**src/rtl/lea_key_sched_ctrl_if.sv**
```systemverilog
// Bundle between the LEA-128 key-schedule sequencer and its neighbours:
// master key and delta constants in, 192-bit round keys out over valid/ready.
interface lea_key_sched_ctrl_if #(
  parameter int RND_W = 5
);
  logic             start;
  logic [127:0]     key;
  logic [31:0]      delta0;
  logic [31:0]      delta1;
  logic [31:0]      delta2;
  logic [31:0]      delta3;
  logic             rk_valid;
  logic             rk_ready;
  logic [191:0]     rk;
  logic [RND_W-1:0] rk_round;
  logic             busy;
  logic             done;

  // Handshake: a round key transfers on every rising edge where rk_valid and
  // rk_ready are both high; rk/rk_round stay stable while rk_valid waits.
  modport master (
    output start, key, delta0, delta1, delta2, delta3, rk_ready,
    input  rk_valid, rk, rk_round, busy, done
  );

  modport slave (
    input  start, key, delta0, delta1, delta2, delta3, rk_ready,
    output rk_valid, rk, rk_round, busy, done
  );
endinterface

```
**src/rtl/lea_key_sched_ctrl.sv**
```systemverilog
// LEA-128 key-schedule sequencer: loads a master key, produces one 192-bit
// round key per round from the delta constants, and hands it off via valid/ready.
module lea_key_sched_ctrl #(
  parameter int NUM_ROUNDS = 24,
  parameter int RND_W      = 5
) (
  input  logic                       clk,
  input  logic                       rst_n,
  lea_key_sched_ctrl_if.slave        bus,
  output logic [1:0]                 o_dbg_state
);

  typedef enum logic [1:0] {
    S_IDLE = 2'd0,
    S_GEN  = 2'd1,
    S_HOLD = 2'd2
  } state_t;

  localparam logic [RND_W-1:0] LAST_RND = RND_W'(NUM_ROUNDS - 1);

  state_t           r_state;
  logic [31:0]      r_t0;
  logic [31:0]      r_t1;
  logic [31:0]      r_t2;
  logic [31:0]      r_t3;
  logic [RND_W-1:0] r_i;
  logic [191:0]     r_rk;
  logic [RND_W-1:0] r_rk_round;
  logic             r_rk_valid;
  logic             r_busy;
  logic             r_done;

  logic [4:0]       w_sh;
  logic [1:0]       w_sel;
  logic [31:0]      w_d;
  logic [31:0]      w_t0n;
  logic [31:0]      w_t1n;
  logic [31:0]      w_t2n;
  logic [31:0]      w_t3n;

  // A shift by 32 yields zero, so n == 0 correctly returns x unchanged.
  function automatic logic [31:0] rol(input logic [31:0] x, input logic [4:0] n);
    return (x << n) | (x >> (6'd32 - {1'b0, n}));
  endfunction

  assign w_sh  = 5'(r_i);
  assign w_sel = 2'(r_i);

  always_comb begin
    w_d = bus.delta0;
    case (w_sel)
      2'd0:    w_d = bus.delta0;
      2'd1:    w_d = bus.delta1;
      2'd2:    w_d = bus.delta2;
      default: w_d = bus.delta3;
    endcase
  end

  assign w_t0n = rol(r_t0 + rol(w_d, w_sh),         5'd1);
  assign w_t1n = rol(r_t1 + rol(w_d, w_sh + 5'd1),  5'd3);
  assign w_t2n = rol(r_t2 + rol(w_d, w_sh + 5'd2),  5'd6);
  assign w_t3n = rol(r_t3 + rol(w_d, w_sh + 5'd3),  5'd11);

  always_ff @(posedge clk or negedge rst_n) begin
    if (!rst_n) begin
      r_state    <= S_IDLE;
      r_t0       <= '0;
      r_t1       <= '0;
      r_t2       <= '0;
      r_t3       <= '0;
      r_i        <= '0;
      r_rk       <= '0;
      r_rk_round <= '0;
      r_rk_valid <= 1'b0;
      r_busy     <= 1'b0;
      r_done     <= 1'b0;
    end else begin
      case (r_state)
        S_IDLE: begin
          r_done <= 1'b0;
          // A start that coincides with the done pulse is dropped.
          if (bus.start && !r_done) begin
            r_t0    <= bus.key[31:0];
            r_t1    <= bus.key[63:32];
            r_t2    <= bus.key[95:64];
            r_t3    <= bus.key[127:96];
            r_i     <= '0;
            r_busy  <= 1'b1;
            r_state <= S_GEN;
          end
        end
        S_GEN: begin
          r_t0       <= w_t0n;
          r_t1       <= w_t1n;
          r_t2       <= w_t2n;
          r_t3       <= w_t3n;
          r_rk       <= {w_t1n, w_t3n, w_t1n, w_t2n, w_t1n, w_t0n};
          r_rk_round <= r_i;
          r_rk_valid <= 1'b1;
          r_state    <= S_HOLD;
        end
        S_HOLD: begin
          if (bus.rk_ready) begin
            r_rk_valid <= 1'b0;
            if (r_i == LAST_RND) begin
              r_busy  <= 1'b0;
              r_done  <= 1'b1;
              r_state <= S_IDLE;
            end else begin
              r_i     <= r_i + RND_W'(1);
              r_state <= S_GEN;
            end
          end
        end
        default: r_state <= S_IDLE;
      endcase
    end
  end

  assign bus.rk_valid = r_rk_valid;
  assign bus.rk       = r_rk;
  assign bus.rk_round = r_rk_round;
  assign bus.busy     = r_busy;
  assign bus.done     = r_done;
  assign o_dbg_state  = r_state;

endmodule

```
**src/flat_wrapper.sv**
```systemverilog
// flat-port wrapper written by rule: the top's interface ports become plain ports
module lea_key_sched_ctrl_flat 
#(
  parameter int NUM_ROUNDS = 24,
  parameter int RND_W      = 5
)
  (clk, rst_n, o_dbg_state, bus_start, bus_key, bus_delta0, bus_delta1, bus_delta2, bus_delta3, bus_rk_ready, bus_rk_valid, bus_rk, bus_rk_round, bus_busy, bus_done);
  lea_key_sched_ctrl_if #(.RND_W(RND_W)) bus_i ();
  input  logic clk;
  input  logic rst_n;
  output logic [1:0] o_dbg_state;
  input wire logic [$bits(bus_i.start)-1:0] bus_start;
  input wire logic [$bits(bus_i.key)-1:0] bus_key;
  input wire logic [$bits(bus_i.delta0)-1:0] bus_delta0;
  input wire logic [$bits(bus_i.delta1)-1:0] bus_delta1;
  input wire logic [$bits(bus_i.delta2)-1:0] bus_delta2;
  input wire logic [$bits(bus_i.delta3)-1:0] bus_delta3;
  input wire logic [$bits(bus_i.rk_ready)-1:0] bus_rk_ready;
  output wire logic [$bits(bus_i.rk_valid)-1:0] bus_rk_valid;
  output wire logic [$bits(bus_i.rk)-1:0] bus_rk;
  output wire logic [$bits(bus_i.rk_round)-1:0] bus_rk_round;
  output wire logic [$bits(bus_i.busy)-1:0] bus_busy;
  output wire logic [$bits(bus_i.done)-1:0] bus_done;
  assign bus_i.start = bus_start;
  assign bus_i.key = bus_key;
  assign bus_i.delta0 = bus_delta0;
  assign bus_i.delta1 = bus_delta1;
  assign bus_i.delta2 = bus_delta2;
  assign bus_i.delta3 = bus_delta3;
  assign bus_i.rk_ready = bus_rk_ready;
  assign bus_rk_valid = bus_i.rk_valid;
  assign bus_rk = bus_i.rk;
  assign bus_rk_round = bus_i.rk_round;
  assign bus_busy = bus_i.busy;
  assign bus_done = bus_i.done;
  lea_key_sched_ctrl #(.NUM_ROUNDS(NUM_ROUNDS), .RND_W(RND_W)) u_core (.clk(clk), .rst_n(rst_n), .bus(bus_i), .o_dbg_state(o_dbg_state));
endmodule
```
**config.mk**
```make
export PLATFORM = sky130hd
export DESIGN_NAME = lea_key_sched_ctrl_flat
export DESIGN_NICKNAME = d
export VERILOG_FILES = /design/src/rtl/lea_key_sched_ctrl_if.sv /design/src/rtl/lea_key_sched_ctrl.sv /design/src/flat_wrapper.sv
export SDC_FILE = /design/constraint.sdc
export NUM_CORES = 1
export LEC_CHECK = 0
export CAP_MARGIN = 5
export CORE_ASPECT_RATIO = 2
export CORE_MARGIN = 1.5
export CORE_UTILIZATION = 40
export CTS_CLUSTER_DIAMETER = 60
export DETAILED_ROUTE_END_ITERATION = 10
export MAX_ROUTING_LAYER = met4
export SETUP_SLACK_MARGIN = 0.15
export SLEW_MARGIN = 20
export SYNTH_ARGS = -nofsm -noshare
export SYNTH_HDL_FRONTEND = slang
export SYNTH_SLANG_ARGS = --single-unit
```
**constraint.sdc**
```tcl
create_clock -name clk -period 15.15 [get_ports clk]
set_input_delay 1.515 -clock clk [delete_from_list [all_inputs] [get_ports clk]]
set_output_delay 1.515 -clock clk [all_outputs]
set_load 0.02 [all_outputs]
```
==> results of run 1 <==
[registers in the layout (all words and copies together), names as in the netlist]
register,flops
u_core.r_i,5
u_core.bus.rk,128
u_core.r_t1,32
u_core.r_t2,32
u_core.bus.rk_valid,1
u_core.bus.rk_round,5
u_core.r_t0,32
u_core.r_t3,32
u_core.o_dbg_state,2
u_core.bus.done,1
u_core.bus.busy,1
[Yosys cell counts, types with 12 or more instances]
| cell | number |
|---|---|
| or2_2 | 12 |
| nor2b_1 | 30 |
| nand3_1 | 57 |
| nand4_1 | 14 |
| nand2b_1 | 35 |
| buf_4 | 70 |
| a211oi_1 | 56 |
| o211ai_1 | 83 |
| o21a_1 | 29 |
| a21oi_1 | 311 |
| clkbuf_1 | 197 |
| o21ai_0 | 306 |
| or3_1 | 23 |
| buf_2 | 27 |
| and2_1 | 26 |
| o22ai_1 | 56 |
| nand2_1 | 681 |
| nor2_1 | 417 |
| a22oi_1 | 25 |
| a222oi_1 | 22 |
| xor2_1 | 41 |
| mux2_2 | 54 |
| a21o_1 | 83 |
| mux2i_1 | 128 |
| o21bai_1 | 13 |
| o221ai_1 | 35 |
| and3_1 | 30 |
| buf_1 | 30 |
| dfrtp_1 | 271 |
| a22o_1 | 12 |
| xnor2_1 | 87 |
| nor3_1 | 46 |
| mux4_2 | 53 |
| a31oi_1 | 92 |
| ha_1 | 134 |
| o31ai_1 | 23 |
| inv_1 | 44 |
[critical path, stage by stage, from the launching register on]
cell and delay [ns]:
dfrtp_4 0.64, inv_2 0.61, ha_2 0.83, nor2b_1 0.19, nor2_4 0.77, a2111oi_0 0.28, a21oi_1 0.90, a21oi_1 0.36
o21ai_0 0.32, nor2_1 0.08, a31oi_1 0.13, o21ai_0 0.18, ha_1 0.36, o21ai_0 0.09, nor2_1 0.10, o311ai_0 0.65
a2111oi_1 0.28, o21ai_0 0.35, a21boi_1 0.16, a221oi_1 0.58, o21bai_1 0.17, xnor2_1 0.20, o21ai_0 0.10
[worst max-delay path by stage]
stage | slack, ns | startpoint | to
after floorplan | 8.06 | u_core.r_i[0]$_DFFE_PN0P_ | u_core.bus.rk[137]$_DFFE_PN0P_
after global routing | 6.22 | u_core.r_i[0]$_DFFE_PN0P_ | u_core.r_t1[2]$_DFFE_PN0P_
after detailed placement | 7.05 | u_core.r_i[0]$_DFFE_PN0P_ | u_core.bus.rk[189]$_DFFE_PN0P_
final | 6.60 | u_core.r_i[0]$_DFFE_PN0P_ | u_core.r_t1[0]$_DFFE_PN0P_
after CTS | 7.01 | u_core.r_i[0]$_DFFE_PN0P_ | u_core.r_t0[0]$_DFFE_PN0P_
after global placement | 7.06 | u_core.r_i[0]$_DFFE_PN0P_ | u_core.bus.rk[189]$_DFFE_PN0P_
[metal layers]
layer  GRT usage  vias to the layer above  wire [µm]
li1            -                    14300          -
met1       0.442                    15500      52900
met2       0.689                     1709      73400
met3       0.109                      537      12300
met4       0.337                        0      14700
met5           -                        -          0
[cells in the final DEF, fill, tap and decap left out, types with 38 or more instances in the layout]
| master | netlist | final |
|---|---|---|
| inv_1 | 44 | 44 |
| o21ai_0 | 306 | 296 |
| nand3_1 | 57 | 57 |
| a21o_1 | 83 | 83 |
| ha_1 | 134 | 131 |
| nor3_1 | 46 | 46 |
| buf_4 | 70 | 104 |
| nand2_1 | 681 | 681 |
| a21oi_1 | 311 | 310 |
| a31oi_1 | 92 | 90 |
| clkdlybuf4s50_1 | 0 | 460 |
| xor2_1 | 41 | 38 |
| nor2_1 | 417 | 413 |
| mux4_2 | 53 | 53 |
| dfrtp_1 | 271 | 266 |
| o211ai_1 | 83 | 83 |
| mux2_2 | 54 | 54 |
| o22ai_1 | 56 | 56 |
| a211oi_1 | 56 | 56 |
| xnor2_1 | 87 | 79 |
| mux2i_1 | 128 | 126 |
[cell type report]
cell class | count | share of cell area
timing repair buffer | 568 | 0.157
antenna | 11 | 0.000795
sequential | 271 | 0.196
multi-input combinational | 3162 | 0.581
clock buffer | 32 | 0.0206
inverter | 49 | 0.00531
tap | 910 | 0.0329
clock inverter | 16 | 0.00557
[kinds of logic after synthesis]
family | share of synthesized area
AOI/OAI and AO/OA | 0.284
xor gates and xnor gates | 0.0405
DFF | 0.238
muxes | 0.109
adders and majority gates | 0.0617
buffers and inverters | 0.0615
and+or+nand+nor | 0.205
[per-stage QoR]
| stage | std cells | utilization | worst slack, ns | cell area [µm²] |
|---|---|---|---|---|
| after global placement | 4956 | 0.476 | 7.06 | 33600 |
| after floorplan | 3811 | - | 8.06 | 28500 |
| final | 5019 | 0.490 | 6.60 | 34600 |
| after global routing | 5018 | 0.490 | 6.22 | 34600 |
| after detailed placement | 4957 | 0.476 | 7.05 | 33600 |
| after CTS | 5005 | 0.489 | 7.01 | 34500 |
==> flow_metrics.env, run 1 <==
export IMPL_mappedNetlistNets=4209
export IMPL_core_region_area_um2=70600
export IMPL_initial_utilization=0.403
export IMPL_whs_ns=0.474
export IMPL_cp_start_kind="flip-flop"
export IMPL_grt_usage=0.429
export IMPL_vias_per_cell=6.39
export IMPL_finalClockSkew_ns=0.0153
export IMPL_syn_area_per_cell_um2=7.48
export IMPL_grt_pass1_vias=31900
export IMPL_status="finished, final reports clean"
export IMPL_post_cts_resized=0
export IMPL_ys_seq_elements=271
export IMPL_drc_errors=0
export IMPL_post_cts_buffers=0
export IMPL_drv_slew=0
export IMPL_fillCellCount=7133
export IMPL_regArea_um2=6790
export IMPL_drt_iter0_drc=2989
export IMPL_antenna_found_initial=9
export IMPL_root_buffer="clkbuf_16"
export IMPL_fp_dieArea_um2=72900
export IMPL_fmax_ghz=0.117
export IMPL_worstSetupPathType="reg2reg"
export IMPL_clkSinkCount=271
export IMPL_netlist_area_um2=28500
export IMPL_crit_path_end_kind="flip-flop"
export IMPL_final_setup_viol_count=0
export IMPL_hold_path_class="reg2reg"
export IMPL_final_hold_violation_count=0
export IMPL_wl_per_cell_um=30.6
export IMPL_fp_dieW_um=192
export IMPL_htree_levels=1
export IMPL_critPathArrivalTime_ns=8.97
export IMPL_synthCells=3811
export IMPL_clockBufferDepth=3
export IMPL_min_delay_path_depth=2
export IMPL_rr_startpoint="u_core.r_i[0]$_DFFE_PN0P_"
export IMPL_async_flop_share=1.00
export IMPL_holdPathEnd="u_core.bus.rk[93]$_DFFE_PN0P_"
export IMPL_cts_clk_slew_worst_paths_ns=0.07
export IMPL_place_congestion=1.11
export IMPL_synth_area_leader_cell="dfrtp_1"
export IMPL_synthFlopType="dfrtp_1"
export IMPL_cts_hold_buf=0
export IMPL_synth_warnings=0
export IMPL_fin_nets=4477
export IMPL_cp_required_ns=15.57
export IMPL_min_period_over_period=0.564
export IMPL_grt_max_degree=192
export IMPL_postRouteWirelength_mm=153
export IMPL_fp_dieH_um=380
export IMPL_first_pass_iters=6
export IMPL_relSlewSlack=0.140
export IMPL_synth_edf_count=0
export IMPL_cts_buffers=27
export IMPL_dp_hpwl_mm=118
export IMPL_drive_gt1_frac=0.0808
export IMPL_setup_tns_final_ns=0
export IMPL_min_delay_start="u_core.bus.rk[93]$_DFFE_PN0P_"
export IMPL_overflow=0
export IMPL_critPathMaxFanout=36
export IMPL_io_pins=462
export IMPL_reg2reg_to="u_core.r_t1[0]$_DFFE_PN0P_"
export IMPL_ant_nets=0
export IMPL_grt_first_pass_wirelength_mm=221
export IMPL_fin_crit_ns=8.55
export IMPL_rsz0062_at_grt="no"
export IMPL_multi_input_area_um2=20100
export IMPL_rows=138
export IMPL_maxCapViolations=0
export IMPL_worstMarginPinSlew_ns=1.25
export IMPL_r2r_setup_slack_ns=6.60
export IMPL_vias=32100
export IMPL_netlist_area_leader_share=0.238
export IMPL_area_growth_pct=21.5
export IMPL_cts_tree="yes"
export IMPL_synth_seq_area_share=0.238
export IMPL_place_port_buffers=461
export IMPL_clk_latency_ns=0.59
export IMPL_synth_distinct_cells=85
export IMPL_yosys_top_cells_area="dfrtp_1, nand2_1, ha_1"
export IMPL_r2r_cells=22
Power of run 1 is left out: the tool's default activity adds up to more than one toggle a clock period on the data nets, which glitch-free logic cannot reach.
==> inputs of run 2 (changes only) <==
clock period = 8 ns   (was 15.15 ns; I/O delays follow)
==> run 2 against run 1 <==
  * Clock skew up 0.027 ns
  * Flip-flop and latch count unchanged
  * Die area unchanged
  * Largest cell class unchanged
  * Register-to-register slack got worse by 5.8 ns
  * Maximum frequency rose by 18%
  * First-iteration DRC count decreased by 0.84%
  * Critical path depth is 1 lower
  * Sequential share of layout area fell by 0.29 points
  * Via count is 0.30% higher
==> flow_metrics.env, run 2 (synthesis results as in run 1) <==
export IMPL_status="finished, final reports clean"
export IMPL_final_cell_mix="nand2_1, clkdlybuf4s50_1, nor2_1, a21oi_1, o21ai_0"
export IMPL_post_cts_resized=0
export IMPL_hold_path_class="in2async"
export IMPL_fillCellCount=7047
export IMPL_worstSetupPathType="reg2reg"
export IMPL_vias_per_cell=6.34
export IMPL_worstPathCellList="inv_2, ha_2, buf_4, a222oi_1, a21oi_2, nand2_1, a31oi_1, nor2_1, a21oi_1, a21oi_1, o21ai_0, ha_1, a21o_1, a311oi_1, o31ai_1, and2_1, o311ai_1, nand3_1, a21oi_1, xor2_1, o21ai_0"
export IMPL_postRouteWirelength_mm=153
export IMPL_initial_utilization=0.403
export IMPL_place_congestion=1.11
export IMPL_io_pins=462
export IMPL_maxCapViolations=0
export IMPL_htree_levels=1
export IMPL_slowest_stage="a21oi_1"
export IMPL_fp_dieH_um=380
export IMPL_max_stage_delay_ns=0.69
export IMPL_cts_tree="yes"
export IMPL_crit_buf_inv=2
export IMPL_critPathMaxFanout=22
export IMPL_vias=32200
export IMPL_drc_errors=0
export IMPL_finalClockSkew_ns=0.0425
export IMPL_fin_cells=5070
export IMPL_setup_tns_final_ns=0
export IMPL_layout_commonest_cell="nand2_1"
export IMPL_clk_latency_ns=0.62
export IMPL_critPathTopFamily="compound AO/OA/AOI/OAI gates"
export IMPL_clockBufferDepth=3
export IMPL_worstMarginPinSlew_ns=1.17
export IMPL_root_buffer="clkbuf_16"
export IMPL_fin_nets=4525
export IMPL_grt_first_pass_wirelength_mm=219
export IMPL_rsz0062_at_grt="no"
export IMPL_post_cts_buffers=0
export IMPL_largest_reg_flops=128
export IMPL_cp_required_ns=8.47
export IMPL_cp_start_kind="flip-flop"
export IMPL_crit_path_end_kind="flip-flop"
export IMPL_overflow=0
export IMPL_ant_nets=0
export IMPL_crit_start="u_core.r_i[0]$_DFFE_PN0P_"
export IMPL_cts_buffers=29
export IMPL_final_setup_viol_count=0
export IMPL_wl_per_cell_um=30.2
export IMPL_dp_cells=5005
export IMPL_place_port_buffers=461
export IMPL_grt_usage=0.426
export IMPL_placed_area_um2=34000
export IMPL_fin_area_um2=35100
export IMPL_final_hold_violation_count=0
export IMPL_fp_dieArea_um2=72900
export IMPL_core_region_area_um2=70600
export IMPL_grt_max_degree=158
export IMPL_cts_clk_slew_worst_paths_ns=0.07
export IMPL_fin_crit_ns=7.24
export IMPL_relSlewSlack=0.213
export IMPL_antenna_found_initial=12
export IMPL_drive_gt1_frac=0.0909
export IMPL_first_pass_iters=6
export IMPL_cts_hold_buf=0
export IMPL_cpMostUsedCell="a21oi_1"
export IMPL_dp_hpwl_mm=121
export IMPL_clkSinkCount=271
export IMPL_critPathArrivalTime_ns=7.71
export IMPL_rr_startpoint="u_core.r_i[0]$_DFFE_PN0P_"
export IMPL_grt_pass1_vias=32100
export IMPL_area_growth_pct=23.3
export IMPL_drv_slew=0
export IMPL_min_period_over_period=0.905
export IMPL_rows=138
export IMPL_fmax_ghz=0.138
export IMPL_drt_iter0_drc=2964
export IMPL_fp_dieW_um=192
==> run 2: cell count changes in the layout (fill, tap and decap cells not counted), moves of 2 or more <==
cell and delta:
buf_4 +41, o21ai_0 +8, o21ai_1 -7, buf_12 +6, clkinv_4 -3, clkbuf_16 +2, clkbuf_8 +2, clkinv_8 +2
inv_6 +2, nor2_1 +2, xnor2_1 -2, xnor2_2 +2
==> run 2: layout make-up <==
type | count | area, µm² | area share
diodes | 12 | 30.0 | 0.000855
clock buffers | 37 | 796 | 0.0227
clock inverters | 15 | 223 | 0.00634
inverters | 49 | 184 | 0.00524
multi-input cells | 3162 | 20100 | 0.572
flip-flops and latches | 271 | 6790 | 0.193
well taps | 910 | 1140 | 0.0324
repair buffers | 614 | 5860 | 0.167
==> run 2: per-layer routing <==
metal,GRT usage,wire length [µm]
met1,0.426,52400
met2,0.702,74300
met3,0.0906,11200
met4,0.350,15400
met5,-,0
==> run 2: stage by stage <==
step / setup WS (ns) / hold WS [ns] / utilization
after floorplan: 0.912 / 0.455 / -
after global placement: 0.955 / 0.459 / 0.482
after detailed placement: 0.923 / 0.462 / 0.482
after CTS: 1.01 / 0.251 / 0.496
after global routing: 0.291 / 0.291 / 0.497
final: 0.757 / 0.203 / 0.497
==> run 2: final timing paths <==
kind                                                  to  slack, ns  cells after the start
hold / removal             u_core.bus.rk[90]$_DFFE_PN0P_       0.20                      1
min in group clk           u_core.bus.rk[92]$_DFFE_PN0P_       0.47                      2
setup reg to reg           u_core.bus.rk[64]$_DFFE_PN0P_       0.76                     21
setup / recovery           u_core.bus.rk[64]$_DFFE_PN0P_       0.76                     21
max in group asynchronous      u_core.r_i[3]$_DFFE_PN0P_       6.27                      2
hold reg to reg            u_core.bus.rk[92]$_DFFE_PN0P_       0.47                      2
==> run 2: worst reg2reg max path, delay by kind of cell, from the launching register on <==
kind / cells / cell delay [ns]
compound gates: 12 / 4.09
buf+inv: 2 / 0.46
flops: 1 / 0.51
xor+xnor: 1 / 0.32
fa+ha+maj: 2 / 0.88
simple gates: 4 / 0.88
Power of run 2 is left out for the same reason.
